File: src/rtl/decode.sv
// RV32I decode stage: one registered valid/ready slot with flush.
// Ports: clk_i, rst_i, input_valid_i/input_ready_o, instr_i, pc_i,
// branch_i, output_valid_o/output_ready_i, decoded bundle outputs.
// Define DECODE_ILLEGAL_EN to add illegal_o; otherwise bad encodings
// decode as a NOP bundle.
module decode (
  input  logic        clk_i,
  input  logic        rst_i,
  input  logic        input_valid_i,
  output logic        input_ready_o,
  input  logic [31:0] instr_i,
  input  logic [31:0] pc_i,
  input  logic        branch_i,
  output logic        output_valid_o,
  input  logic        output_ready_i,
  output logic [31:0] pc_o,
  output logic [4:0]  rs1_o,
  output logic [4:0]  rs2_o,
  output logic [4:0]  rd_o,
  output logic [31:0] imm_o,
  output logic [2:0]  func3_o,
  output logic        alt_o,
  output logic        use_imm_o,
  output logic [1:0]  unit_o,
`ifdef DECODE_ILLEGAL_EN
  output logic        illegal_o,
`endif
  output logic        store_o
);

  typedef enum logic {EMPTY, FULL} state_t;

  localparam logic [6:0] OP_LUI   = 7'b0110111;
  localparam logic [6:0] OP_AUIPC = 7'b0010111;
  localparam logic [6:0] OP_JAL   = 7'b1101111;
  localparam logic [6:0] OP_JALR  = 7'b1100111;
  localparam logic [6:0] OP_BR    = 7'b1100011;
  localparam logic [6:0] OP_LOAD  = 7'b0000011;
  localparam logic [6:0] OP_STORE = 7'b0100011;
  localparam logic [6:0] OP_IMM   = 7'b0010011;
  localparam logic [6:0] OP_OP    = 7'b0110011;
  localparam logic [6:0] OP_FENCE = 7'b0001111;
  localparam logic [6:0] OP_SYS   = 7'b1110011;

  localparam logic [1:0] U_ALU = 2'b00;
  localparam logic [1:0] U_BR  = 2'b01;
  localparam logic [1:0] U_LSU = 2'b10;
  localparam logic [1:0] U_SYS = 2'b11;

  state_t state_q, state_d;
  logic   load;

  logic [6:0]  opc;
  logic [2:0]  f3;
  logic [6:0]  f7;
  logic [31:0] imm_i, imm_s, imm_b, imm_u, imm_j;

  logic        legal;
  logic [4:0]  d_rs1, d_rs2, d_rd;
  logic [31:0] d_imm;
  logic [2:0]  d_f3;
  logic        d_alt, d_use_imm, d_store;
  logic [1:0]  d_unit;

  assign output_valid_o = (state_q == FULL);
  assign input_ready_o  = !output_valid_o | output_ready_i;
  assign load = input_valid_i & input_ready_o & !branch_i;

  always_ff @(posedge clk_i) begin
    if (rst_i) state_q <= EMPTY;
    else       state_q <= state_d;
  end

  always_comb begin
    state_d = state_q;
    if (branch_i)
      state_d = EMPTY;
    else if (load)
      state_d = FULL;
    else if (output_ready_i)
      state_d = EMPTY;
  end

  assign opc = instr_i[6:0];
  assign f3  = instr_i[14:12];
  assign f7  = instr_i[31:25];

  assign imm_i = {{20{instr_i[31]}}, instr_i[31:20]};
  assign imm_s = {{20{instr_i[31]}}, instr_i[31:25], instr_i[11:7]};
  assign imm_b = {{19{instr_i[31]}}, instr_i[31], instr_i[7],
                  instr_i[30:25], instr_i[11:8], 1'b0};
  assign imm_u = {instr_i[31:12], 12'b0};
  assign imm_j = {{11{instr_i[31]}}, instr_i[31], instr_i[19:12],
                  instr_i[20], instr_i[30:21], 1'b0};

  always_comb begin
    legal     = 1'b1;
    d_rs1     = instr_i[19:15];
    d_rs2     = 5'd0;
    d_rd      = instr_i[11:7];
    d_imm     = 32'd0;
    d_f3      = f3;
    d_alt     = 1'b0;
    d_use_imm = 1'b1;
    d_store   = 1'b0;
    d_unit    = U_ALU;
    unique case (1'b1)
      (opc == OP_LUI): begin
        d_rs1 = 5'd0;
        d_imm = imm_u;
      end
      (opc == OP_AUIPC): begin
        d_rs1 = 5'd0;
        d_imm = imm_u;
      end
      (opc == OP_JAL): begin
        d_rs1  = 5'd0;
        d_imm  = imm_j;
        d_unit = U_BR;
      end
      (opc == OP_JALR): begin
        d_imm  = imm_i;
        d_unit = U_BR;
      end
      (opc == OP_BR): begin
        d_rs2     = instr_i[24:20];
        d_rd      = 5'd0;
        d_imm     = imm_b;
        d_use_imm = 1'b0;
        d_unit    = U_BR;
      end
      (opc == OP_LOAD): begin
        d_imm  = imm_i;
        d_unit = U_LSU;
      end
      (opc == OP_STORE): begin
        d_rs2   = instr_i[24:20];
        d_rd    = 5'd0;
        d_imm   = imm_s;
        d_store = 1'b1;
        d_unit  = U_LSU;
      end
      (opc == OP_IMM): begin
        d_imm = imm_i;
        d_alt = (f3 == 3'b101) & instr_i[30];
      end
      (opc == OP_OP): begin
        d_rs2     = instr_i[24:20];
        d_alt     = instr_i[30];
        d_use_imm = 1'b0;
        // only base and "alternate" (SUB/SRA) funct7 encodings exist
        if (f7 == 7'b0100000)
          legal = (f3 == 3'b000) | (f3 == 3'b101);
        else
          legal = (f7 == 7'b0000000);
      end
      (opc == OP_FENCE): begin
        d_rd   = 5'd0;
        d_imm  = imm_i;
        d_unit = U_SYS;
      end
      (opc == OP_SYS): begin
        d_imm  = imm_i;
        d_unit = U_SYS;
      end
      default: legal = 1'b0;
    endcase
    // opcode compare covers instr_i[1:0] != 2'b11 as well
    if (!legal) begin
      d_rs1     = 5'd0;
      d_rs2     = 5'd0;
      d_rd      = 5'd0;
      d_imm     = 32'd0;
      d_f3      = 3'd0;
      d_alt     = 1'b0;
      d_use_imm = 1'b1;
      d_store   = 1'b0;
      d_unit    = U_ALU;
    end
  end

  always_ff @(posedge clk_i) begin
    if (rst_i) begin
      pc_o      <= '0;
      rs1_o     <= '0;
      rs2_o     <= '0;
      rd_o      <= '0;
      imm_o     <= '0;
      func3_o   <= '0;
      alt_o     <= 1'b0;
      use_imm_o <= 1'b0;
      unit_o    <= '0;
      store_o   <= 1'b0;
    end else if (load) begin
      pc_o      <= pc_i;
      rs1_o     <= d_rs1;
      rs2_o     <= d_rs2;
      rd_o      <= d_rd;
      imm_o     <= d_imm;
      func3_o   <= d_f3;
      alt_o     <= d_alt;
      use_imm_o <= d_use_imm;
      unit_o    <= d_unit;
      store_o   <= d_store;
    end
  end

`ifdef DECODE_ILLEGAL_EN
  always_ff @(posedge clk_i) begin
    if (rst_i)     illegal_o <= 1'b0;
    else if (load) illegal_o <= !legal;
  end
`endif

endmodule

File: config.mk
export PLATFORM = sky130hd
export DESIGN_NAME = decode
export DESIGN_NICKNAME = d
export VERILOG_FILES = /design/src/rtl/decode.sv
export SDC_FILE = /design/constraint.sdc
export NUM_CORES = 1
export LEC_CHECK = 0
export CORE_ASPECT_RATIO = 0.5
export CORE_MARGIN = 1
export CORE_UTILIZATION = 39
export DETAILED_ROUTE_END_ITERATION = 12
export GPL_ROUTABILITY_DRIVEN = 0
export GPL_TIMING_DRIVEN = 1
export PLACE_DENSITY = 0.77
export SKIP_LAST_GASP = 1
export SLEW_MARGIN = 20
export SYNTH_ARGS = -nofsm -noshare
export SYNTH_HDL_FRONTEND = slang
export SYNTH_SLANG_ARGS = --single-unit
export TNS_END_PERCENT = 100
File: constraint.sdc
create_clock -name clk_i -period 1.8 [get_ports clk_i]
set_input_delay 0.18 -clock clk_i [delete_from_list [all_inputs] [get_ports clk_i]]
set_output_delay 0.18 -clock clk_i [all_outputs]
set_load 0.03 [all_outputs]
# Yosys cells after proc, flatten, opt, wreduce, memory -nomap -nowiden
# Index checks and enable logic that the tools add are counted.
# totals
reg_bits	88
latchBits	0
ram_bits	0
rom_bits	0
inputBits	69
out_inout_bits	89
word_cells	66
n_memories	0
# classes
add_sub_neg	0
n_mul	0
n_div	0
order_cmp	0
n_eq_ne	13
shifts	0
n_mux	21
bitwise_logic	5
n_reduce_logical	16
# op_table
operator	count
case mux 32 bit (5 select lines)	1
two-way mux 32 bit	1
two-way mux 5 bit	6
equality test 7 x 6 -> 1 bit, second input constant	4
equality test 7 bit, second input constant	4
equality test 7 x 5 -> 1 bit, second input constant	2
OR reduction 3 bit	4
OR reduction 10 bit	1
OR reduction 2 bit	5
two-way mux 1 bit	8
equality test 7 x 2 -> 1 bit, second input constant	1
equality test 7 x 4 -> 1 bit, second input constant	1
logical NOT 7 bit	1
case mux 2 bit (3 select lines)	1
OR reduction 5 bit	1
case mux 1 bit (2 select lines)	2
bitwise AND 1 bit	3
equality test 3 bit, second input constant	1
logical NOT 3 bit	1
two-way mux 3 bit	1
logical NOT 1 bit	2
two-way mux 2 bit	1
OR 1 bit	2
nonzero test 2 bit	1

# Depth between registers and ports, before layout
# Gate-level depths: netlist of run 1.
# depth
word_depth	5
ltp_mapped	8
depth_no_buf	5

# Worst setup path before layout of run 1
# OpenSTA, ideal clock, no wires.
# synth_timing
kind	register to register
start	register state_q (netlist: output_valid_o)
end	register imm_o[21]
setup_time_ps	79
arrival_ps	1843
required_time_ps	1721
slack_ps	-122
path_stages_with_launch	8
period_less_slack_ps	1922
cell_sequence	dfxtp_1 > nor2b_1 > or3b_2 > clkbuf_1 > nor3_1 > nand2_1 > buf_2 > a22oi_1
# synth_via
elab_chain_cells	4
# synth_rtl
item	line_no	text
start, declared	50	state_t state_q, state_d;
start signal, assigned	71	else state_q <= state_d;
logical NOT 1 bit	66	assign input_ready_o = !output_valid_o | output_ready_i;
OR 1 bit	66	
bitwise AND 1 bit (2 in a row)	67	assign load = input_valid_i & input_ready_o & !branch_i;
end signal, assigned	199	imm_o <= d_imm;
end, declared	20	output logic [31:0] imm_o,
# Every way passes these cells.
# A chain may end at the register's enable or synchronous reset.

# Worst setup path in the final report of run 1
# layout_timing
start	input instr_i[5]
end	register imm_o[6]
# layout_via
elab_chain_cells	4
word_cells_on_any_way	17
cone_classes	eq/ne (11); mux (3); reduce/logical (3)
# layout_rtl
item	line_no	text
start, declared	11	input logic [31:0] instr_i,
equality test 7 bit, or another cell as far along	121	(opc == OP_JALR): begin
OR reduction 5 bit (no line), or another cell as far along	n/a	
case mux 32 bit (5 select lines) or case mux 1 bit (2 select lines) (tied branches)	107	unique case (1'b1)
two-way mux 32 bit *	169	if (!legal) begin
# Mark *: on every way between the ends. The rest lies on a longest branch, timed or not.

==> results of run 1 <==
-- state kept, by name (all words and copies together), names as in the netlist --
name            cells
imm_o              32
pc_o               32
rd_o                5
rs1_o               5
rs2_o               5
func3_o             3
unit_o              2
alt_o               1
output_valid_o      1
store_o             1
use_imm_o           1
-- cell type report --
cell class	instances	area, um^2
inverter	9	33.8
clock inverter	5	32.5
tap	117	146
multi-input combinational	330	1930
fill	687	2620
clock buffer	11	243
timing repair buffer	236	2240
sequential	88	1760
-- synth_stat cells, drive strengths merged (3+ instances only) --
master,instances
dfxtp,88
and3,4
buf,14
nor2,10
o211ai,3
a221oi,9
o31ai,7
a31oi,3
clkbuf,21
a21oi,39
a21boi,12
and4,4
nand2,140
a22o,3
a22oi,13
nand3,6
o21ai,35
nor3,6
inv,9
-- per-stage QoR --
stage	hold WS [ps]	setup TNS [ps]	instances	instance area (um^2)	power (mW)
6_report	298	0	796	6390	4.47
5_1_grt	320	-197	796	6390	4.64
4_1_cts	290	0	792	6270	4.48
3_5_place_dp	442	-21000	776	5960	2.75
3_3_place_gp	434	-17550	776	5960	2.74
2_1_floorplan	252	0	462	3760	2.33
-- power groups by stage --
stage,combinational [mW],clock (mW),sequential (mW)
floorplan,0.209,0,2.12
global placement,0.695,0,2.05
detailed placement,0.700,0,2.05
CTS,0.706,1.76,2.01
global route,0.781,1.85,2.01
finish,0.734,1.73,2.01
-- worst min-delay path by stage --
| stage | startpoint | end | slack, ps | cells past startpoint |
|---|---|---|---|---|
| final | instr_i[26] | imm_o[6]$_SDFFE_PP0P_ | 300 | 3 |
| after CTS | instr_i[26] | imm_o[6]$_SDFFE_PP0P_ | 290 | 3 |
| after global routing | instr_i[26] | imm_o[6]$_SDFFE_PP0P_ | 320 | 3 |
| after floorplan | branch_i | output_valid_o$_SDFFE_PP0P_ | 250 | 1 |
| after global placement | rs2_o[2]$_SDFFE_PP0P_ | rs2_o[2]$_SDFFE_PP0P_ | 430 | 2 |
| after detailed placement | imm_o[7]$_SDFFE_PP0P_ | imm_o[7]$_SDFFE_PP0P_ | 440 | 2 |
-- placed cells by master (no fill, tap or decap), drive strengths merged, types with 7 or more instances in the layout --
cell,count
a21boi,12
inv,9
a221oi,9
a21oi,39
clkdlybuf4s50,149
o21ai,35
clkbuf,11
buf,80
a22oi,13
o31ai,7
dfxtp,88
nand2,140
nor2,10
-- what timing repair did --
item | 4_1_cts | 5_1_grt
cloned | 0 | 1
setup buffers | 0 | 3
resized for setup | 15 | 33
setup endpoints to repair | 37 | 51
pin swaps | 5 | 5
-- critical path, cell delays in order --
cell and delay [ps]:
clkdlybuf4s50_1 480, or3b_1 450, a21boi_2 190, o311a_4 240
o21ai_4 100, buf_4 170, o31ai_1 230
-- routing by layer --
metal  share of wire, %  GRT usage [%]  up-vias
met2                 47           42.1      145
li1                   -              -     2044
met1                 45           30.6     1930
met5                  0              0        -
met4                1.0           5.92        0
met3                7.0           7.09       10
-- kinds of logic (layout without fill, tap and decap cells) --
family          count (synthesis)  after routing  share of synthesized area [%]
mux                             1              1                          0.300
compound gates                141            141                           25.8
fa+ha+maj                       1              1                          0.267
buf+inv                        44            261                           5.10
xor+xnor                        2              2                          0.467
flops                          88             88                           46.9
simple gates                  185            185                           21.1
==> impl_metrics.csv, run 1 <==
group,metric,value,unit
outcome,status,"complete, no violations",
detailed_routing,drt_iter0_drc,252,
critical_path,critPathRequiredTime,2050,ps
critical_path,r2r_cells,8,
yosys,synth_seq_cells,88,
placed_design,portBuffers,157,
final_layout,diodes,0,
yosys,ys_types,52,
die,die_area,10000,um^2
yosys,syn_area,3750,um^2
placed_design,place_ws,-511,ps
power_and_ir_drop,power.leakage,2.40,nW
yosys,syn_inst,462,
critical_path,critPathCaptureType,"flop",
power_and_ir_drop,p_seq_share,44.9,%
die,io_pins,158,
detailed_routing,drt_first_pass_iters,4,
critical_path,critPathLaunch,"instr_i[5]",
cts,cts_tree,"yes",
power_and_ir_drop,vdd_drop_max,611,uV
cts,cts_sinks,88,
cts,clock_latency,340,ps
yosys,synth-main-ff-cell,"dfxtp_1",
die,die_w,141,um
cts,numCtsBuffers,9,
power_and_ir_drop,power.share.clock,38.7,%
global_routing,grt.overflow.total,0,
cts,cts_hold_buf,0,
detailed_routing,num_vias,4129,
yosys,synth_largest_area_cell,"dfxtp_1",
yosys,async_reset_ff_share,0,%
power_and_ir_drop,power_density,699,nW/um^2
yosys,syn_avg_cell_area,8.12,um^2
die,start_util,41.7,%
worst_hold_path,worstHoldPathType,"in -> reg",
detailed_routing,antenna_left,0,
timing,fmax,0.560,GHz
timing,hold_viol,0,
global_routing,track_usage,24.5,%
yosys,synth_edf_count,0,
final_layout,post-route-util,70.9,%
placed_design,hpwl,8870,um
critical_path,path_max_fanout,6,
critical_path,r2r_slack,30,ps
global_routing,grt_pass1_wl,19100,um
detailed_routing,drt-vias-per-instance,5.19,
critical_path,worstReg2RegEnd,"imm_o[6]$_SDFFE_PP0P_",
timing,skew,6.69,ps
critical_path,cp-endpoint,"imm_o[6]$_SDFFE_PP0P_",
global_routing,first_global_vias,3834,
timing,fin_crit_sh,99.2,%
yosys,ys_warn_count,0,
critical_path,start_kind,"input pin",
cts,clk_pin_slew_worst_paths,60,ps
critical_path,path_class,"in -> reg",
yosys,seq_area_frac_synth,46.9,%
power_and_ir_drop,power_frac_comb,16.4,%
timing,period_minus_slack,1780,ps
timing,finalWorstSetupSlack,15.2,ps
die,fp.coreArea,9010,um^2
critical_path,cp_data_arrival_time,2030,ps
die,num_rows,24,
timing,worstMarginPinSlew,544,ps
global_routing,grt_max_degree,46,
timing,slew-limit-headroom,63.7,%
final_layout,area_delta_synth_final,70.3,%
detailed_routing,post_drt_wl_per_cell,15.3,um
yosys,yosys-top-cells-area,"dfxtp_1 47%, nand2_1 14%, a21oi_1 5.2%",
die,die_h,71.4,um
detailed_routing,wirelength,12200,um
global_routing,grt_antenna_before_repair,0,
cts,cts_buffer_depth,2,
timing,setup_viol,0,
timing,drv_slew,0,
power_and_ir_drop,power.switching,1.15,mW
cts,htreeDepth,3,
yosys,synth_top_area_share,46.9,%
power_and_ir_drop,p_int,3.32,mW
critical_path,r2r_start,"output_valid_o$_SDFFE_PP0P_",
power_and_ir_drop,switching_share,25.7,%
cts,cts_root_buf,"clkbuf_16",
run,cap_violations,0,
yosys,syn-num-nets,531,
detailed_routing,drc_errors,0,
final_layout,fin_nets,743,
final_layout,drive_gt1_share,18.9,%
No activity file was read; power rests on OpenSTA's default activity.
==> run 2: changes to the inputs <==
--- a/config.mk
+++ b/config.mk
@@ -7,11 +7,11 @@
 export LEC_CHECK = 0
 export CORE_ASPECT_RATIO = 0.5
 export CORE_MARGIN = 1
-export CORE_UTILIZATION = 39
+export CORE_UTILIZATION = 46
 export DETAILED_ROUTE_END_ITERATION = 12
 export GPL_ROUTABILITY_DRIVEN = 0
 export GPL_TIMING_DRIVEN = 1
-export PLACE_DENSITY = 0.77
+export PLACE_DENSITY = 0.86
 export SKIP_LAST_GASP = 1
 export SLEW_MARGIN = 20
 export SYNTH_ARGS = -nofsm -noshare
==> constraint.sdc (replaced) <==
create_clock -name clk_i -period 2.1 [get_ports clk_i]
set_input_delay 0.21 -clock clk_i [delete_from_list [all_inputs] [get_ports clk_i]]
set_output_delay 0.21 -clock clk_i [all_outputs]
set_load 0.03 [all_outputs]
==> impl_metrics.csv, run 2 (synthesis gave the netlist of run 1 again) <==
group,metric,value,unit
timing,fin_crit_sh,96.4,%
timing,period_minus_slack,2020,ps
final_layout,mostFrequentLayoutCells,"156 x clkdlybuf4s50_1, 140 x nand2_1, 88 x dfxtp_1, 46 x buf_4, 39 x a21oi_1",
global_routing,grt.busiest_layer,"met2",
timing,hold_viol,0,
timing,worstMarginPinSlew,510,ps
power_and_ir_drop,power.share.clock,44.1,%
global_routing,grt_pass1_wl,19400,um
power_and_ir_drop,vdd_drop_max,433,uV
placed_design,hpwl,8750,um
global_routing,grt_use_met3,8.66,%
timing,fmax,0.494,GHz
die,die_h,65.9,um
run,cap_violations,0,
critical_path,cp_cell_sequence,"clkdlybuf4s50_1 -> or3b_1 -> a21boi_1 -> o311a_1 -> o21ai_4 -> buf_4 -> o21ai_0",
cts,cts_hold_buf,0,
power_and_ir_drop,power.leakage,2.21,nW
die,die_area,8540,um^2
cts,cts_setup_buffers,0,
cts,cts_root_buf,"clkbuf_16",
critical_path,cp_data_arrival_time,2290,ps
final_layout,largestRegisters,"imm_o (32), pc_o (32)",
timing,skew,6.19,ps
final_layout,drive_gt1_share,12.8,%
die,die_w,130,um
placed_design,dp_cells,740,
power_and_ir_drop,power_density,679,nW/um^2
critical_path,cpMaxStageDelayCell,"clkdlybuf4s50_1",
timing,setup_viol,0,
detailed_routing,antenna_left,0,
final_layout,final_area,6050,um^2
critical_path,critPathCaptureType,"flop",
detailed_routing,num_vias,4143,
final_layout,diodes,0,
critical_path,critPathRequiredTime,2360,ps
cts,cts_tree,"yes",
critical_path,start_kind,"input pin",
global_routing,grt.overflow.total,0,
global_routing,use_met1,34.4,%
final_layout,multiInputGateArea,1830,um^2
final_layout,instances_no_fill,755,
die,io_pins,158,
placed_design,portBuffers,157,
critical_path,path_class,"in -> reg",
die,num_rows,22,
cts,cts_sinks,88,
final_layout,area_delta_synth_final,61.2,%
detailed_routing,drc_errors,0,
power_and_ir_drop,power.switching,0.977,mW
power_and_ir_drop,p_seq_share,41.8,%
detailed_routing,drt_iter0_drc,336,
global_routing,track_usage,29.7,%
power_and_ir_drop,p_int,3.13,mW
final_layout,post-route-util,79.6,%
die,fp.coreArea,7600,um^2
cts,clock_latency,340,ps
placed_design,place_area,5690,um^2
global_routing,first_global_vias,4028,
critical_path,slowest_delay,490,ps
power_and_ir_drop,power_frac_comb,14.1,%
timing,rsz0062_at_grt,"true",
outcome,status,"complete, no violations",
final_layout,fillers,555,
cts,htreeDepth,3,
timing,slew-limit-headroom,65.1,%
global_routing,met2_usage,51.9,%
critical_path,path_max_fanout,11,
timing,drv_slew,0,
die,start_util,49.4,%
power_and_ir_drop,switching_share,23.8,%
timing,holdWs,377,ps
cts,cts_buffer_depth,2,
detailed_routing,wirelength,12500,um
final_layout,regArea,1760,um^2
cts,numCtsBuffers,9,
global_routing,grt_antenna_before_repair,0,
detailed_routing,drt-vias-per-instance,5.49,
global_routing,grt_max_degree,46,
cts,clk_pin_slew_worst_paths,60,ps
detailed_routing,post_drt_wl_per_cell,16.6,um
final_layout,layout_commonest_cell,"clkdlybuf4s50_1",
final_layout,fin_nets,712,
worst_hold_path,worstHoldPathType,"in -> reg",
detailed_routing,drt_first_pass_iters,5,
-- run 2: cell types whose count changed in the layout (fill, tap and decap cells not counted), moves of 4 or more --
cell,previous run,this run
o21ai_0,23,32
buf_4,69,46
o21ai_1,10,2
dlygate4sd2_1,5,0
clkdlybuf4s50_1,149,156
buf_12,6,2
-- run 2: worst paths after layout --
path	startpoint	to	slack, ps	cells after the start
max	instr_i[6]	rd_o[1]$_SDFFE_PP0P_	80	7
min	rst_i	use_imm_o$_SDFFE_PP0P_	380	3
max reg2reg	output_valid_o$_SDFFE_PP0P_	imm_o[21]$_SDFFE_PP0P_	170	6
min reg2reg	unit_o[0]$_SDFFE_PP0P_	unit_o[0]$_SDFFE_PP0P_	450	2
-- run 2: repair_timing --
item                                    in CTS  in global routing
endpoints found under the setup margin      12                 23
pin swaps                                    1                  0
resized for setup                            2                  6
-- run 2: critical path: cells and delay by family --
kind	cells	cell delay, ps
simple gates	1	430
compound gates	4	940
buf+inv	2	700
-- run 2: layer usage --
metal  vias to the layer above  routed length (um)
met1                      1917                5100
met3                        45                1070
met4                         0                 386
met2                       205                5980
met5                         -                   0
li1                       1976                   -
-- run 2: metrics by stage --
step	TNS, ps	total power, mW	setup WS, ps
final	0	4.11	75.1
after global routing	-13.4	4.23	-13.4
after CTS	0	4.11	17.0
after detailed placement	-10780	2.32	-517
after global placement	-7030	2.31	-453
after floorplan	0	2.00	178
-- run 2: power by group through the flow --
stage	logic (mW)	clock network, mW	registers [mW]
after CTS	0.570	1.82	1.72
after floorplan	0.178	0	1.82
after global placement	0.555	0	1.75
final	0.580	1.81	1.72
after global routing	0.614	1.90	1.72
after detailed placement	0.563	0	1.76
-- run 2: area by class of cell --
cell class	count	area share [%]
clock buffers	9	3.72
repair buffers	205	32.3
multi-input cells	330	30.3
clock inverters	6	1.80
inverters	9	0.559
well taps	108	2.23
flip-flops and latches	88	29.1
==> run 3: changes to the inputs <==
--- a/config.mk
+++ b/config.mk
@@ -7,11 +7,12 @@
 export LEC_CHECK = 0
 export CORE_ASPECT_RATIO = 0.5
 export CORE_MARGIN = 1
-export CORE_UTILIZATION = 46
+export CORE_UTILIZATION = 47
+export CTS_BUF_LIST = sky130_fd_sc_hd__clkbuf_8
 export DETAILED_ROUTE_END_ITERATION = 12
 export GPL_ROUTABILITY_DRIVEN = 0
 export GPL_TIMING_DRIVEN = 1
-export PLACE_DENSITY = 0.86
+export PLACE_DENSITY = 0.87
 export SKIP_LAST_GASP = 1
 export SLEW_MARGIN = 20
 export SYNTH_ARGS = -nofsm -noshare
==> impl_metrics.csv, run 3 (synthesis gave the netlist of run 1 again) <==
group,metric,value,unit
cts,htreeDepth,3,
placed_design,place_ws,-546,ps
detailed_routing,post_drt_wl_per_cell,15.8,um
detailed_routing,drt_iter0_drc,402,
critical_path,cpMaxStageDelayCell,"or4_1",
timing,finalWorstSetupSlack,67.8,ps
cts,cts_buffer_depth,2,
cts,cts_tree,"yes",
critical_path,path_delay_family,"simple AND/OR/NAND/NOR gates",
placed_design,hpwl,9020,um
critical_path,start_kind,"input pin",
detailed_routing,drt-vias-per-instance,5.42,
timing,skew,8.42,ps
critical_path,slowest_delay,540,ps
timing,worstMarginPinSlew,675,ps
global_routing,grt.overflow.total,0,
die,die_w,128,um
cts,clk_pin_slew_worst_paths,90,ps
critical_path,critPathRequiredTime,2370,ps
critical_path,cp_data_arrival_time,2300,ps
global_routing,grt_pass1_wl,18900,um
timing,drv_slew,0,
die,die_area,8370,um^2
timing,period_minus_slack,2030,ps
timing,rsz0062_at_grt,"false",
detailed_routing,drt_first_pass_iters,5,
final_layout,final_area,6010,um^2
global_routing,grt_max_degree,42,
timing,setup_viol,0,
timing,hold_viol,0,
die,num_rows,22,
global_routing,grt_antenna_before_repair,0,
final_layout,layout_commonest_cell,"clkdlybuf4s50_1",
detailed_routing,antenna_left,0,
final_layout,area_delta_synth_final,60.1,%
cts,cts_root_buf,"clkbuf_8",
power_and_ir_drop,power.leakage,2.20,nW
timing,fmax,0.492,GHz
placed_design,portBuffers,157,
timing,fin_crit_sh,96.8,%
run,cap_violations,0,
cts,cts_setup_buffers,0,
final_layout,post-route-util,79.9,%
critical_path,critPathCaptureType,"flop",
critical_path,worst-path-buf-inv,2,
detailed_routing,drc_errors,0,
global_routing,first_global_vias,4003,
global_routing,track_usage,29.1,%
die,fp.coreArea,7510,um^2
critical_path,path_max_fanout,12,
final_layout,diodes,0,
cts,numCtsBuffers,9,
cts,cts_hold_buf,0,
outcome,status,"complete, no violations",
critical_path,cp_cell_sequence,"clkdlybuf4s50_1 -> or4_1 -> o311ai_1 -> and4_1 -> o21ai_2 -> buf_4 -> o21ai_0",
critical_path,path_class,"in -> reg",
final_layout,drive_gt1_share,14.0,%
power_and_ir_drop,vdd_drop_max,540,uV
detailed_routing,wirelength,12100,um
final_layout,fin_nets,723,
power_and_ir_drop,power_density,594,nW/um^2
final_layout,mostFrequentLayoutCells,"156 x clkdlybuf4s50_1, 140 x nand2_1, 88 x dfxtp_1, 56 x buf_4, 39 x a21oi_1",
timing,slew-limit-headroom,54.9,%
die,die_h,65.2,um
detailed_routing,num_vias,4159,
worst_hold_path,worstHoldPathType,"in -> reg",
final_layout,largestRegisters,"imm_o (32), pc_o (32)",
power_and_ir_drop,total_power,3.57,mW
die,start_util,49.9,%
cts,cts_sinks,88,
die,io_pins,158,
placed_design,place_area,5780,um^2
cts,clock_latency,350,ps
## run 3: changes by cell type in the layout (fill, tap and decap cells not counted), sizes merged
cell,before,now
clkinv,3,1
buf,49,60
inv,9,11
clkinvlp,0,2
bufinv,3,2
## run 3: cell type report
| type | instances | area (um^2) |
|---|---|---|
| inverters | 9 | 33.8 |
| fillers | 496 | 1510 |
| multi-input cells | 330 | 1810 |
| repair buffers | 216 | 2050 |
| well taps | 108 | 135 |
| clock inverters | 7 | 96.3 |
| clock buffers | 9 | 124 |
| flip-flops and latches | 88 | 1760 |
## run 3: worst paths after layout
| kind | from | endpoint | slack (ps) | cells past startpoint |
|---|---|---|---|---|
| max reg2reg | output_valid_o$_SDFFE_PP0P_ | rs1_o[1]$_SDFFE_PP0P_ | 110 | 7 |
| min | rst_i | pc_o[26]$_SDFFE_PP0P_ | 250 | 2 |
| min reg2reg | rs1_o[3]$_SDFFE_PP0P_ | rs1_o[3]$_SDFFE_PP0P_ | 460 | 2 |
| max | instr_i[26] | rs1_o[1]$_SDFFE_PP0P_ | 70 | 7 |
## run 3: timing repair
action	in CTS	in global routing
endpoints found under the setup margin	11	0
hold endpoints to repair	0	0
gates resized for setup	1	0
## run 3: metrics by stage
step	std cells	TNS (ps)	hold WS, ps
finish	767	0	250
global route	767	0	250
CTS	767	0	238
detailed placement	751	-10980	444
global placement	751	-8250	436
floorplan	462	0	289
## run 3: report_power, final
part           switching [mW]  internal, mW
Sequential             0.0169          1.70
Combinational           0.299         0.276
Clock                   0.602         0.672
## run 3: routing by layer
metal / vias to the layer above / track usage [%] / routed length [um] / share of wire (%)
li1: 2004 / - / - / -
met1: 1933 / 34.2 / 5140 / 43
met2: 195 / 50.9 / 5750 / 48
met3: 27 / 8.63 / 950 / 7.9
met4: 0 / 10.4 / 246 / 2.0
met5: - / 0 / 0 / 0
## run 3: worst register-to-register path: cells and delay by family, from the launching register on
| family | cells | cell delay (ps) |
|---|---|---|
| AOI/OAI and AO/OA | 3 | 690 |
| buffers and inverters | 2 | 380 |
| DFF | 1 | 320 |
| and+or+nand+nor | 2 | 530 |
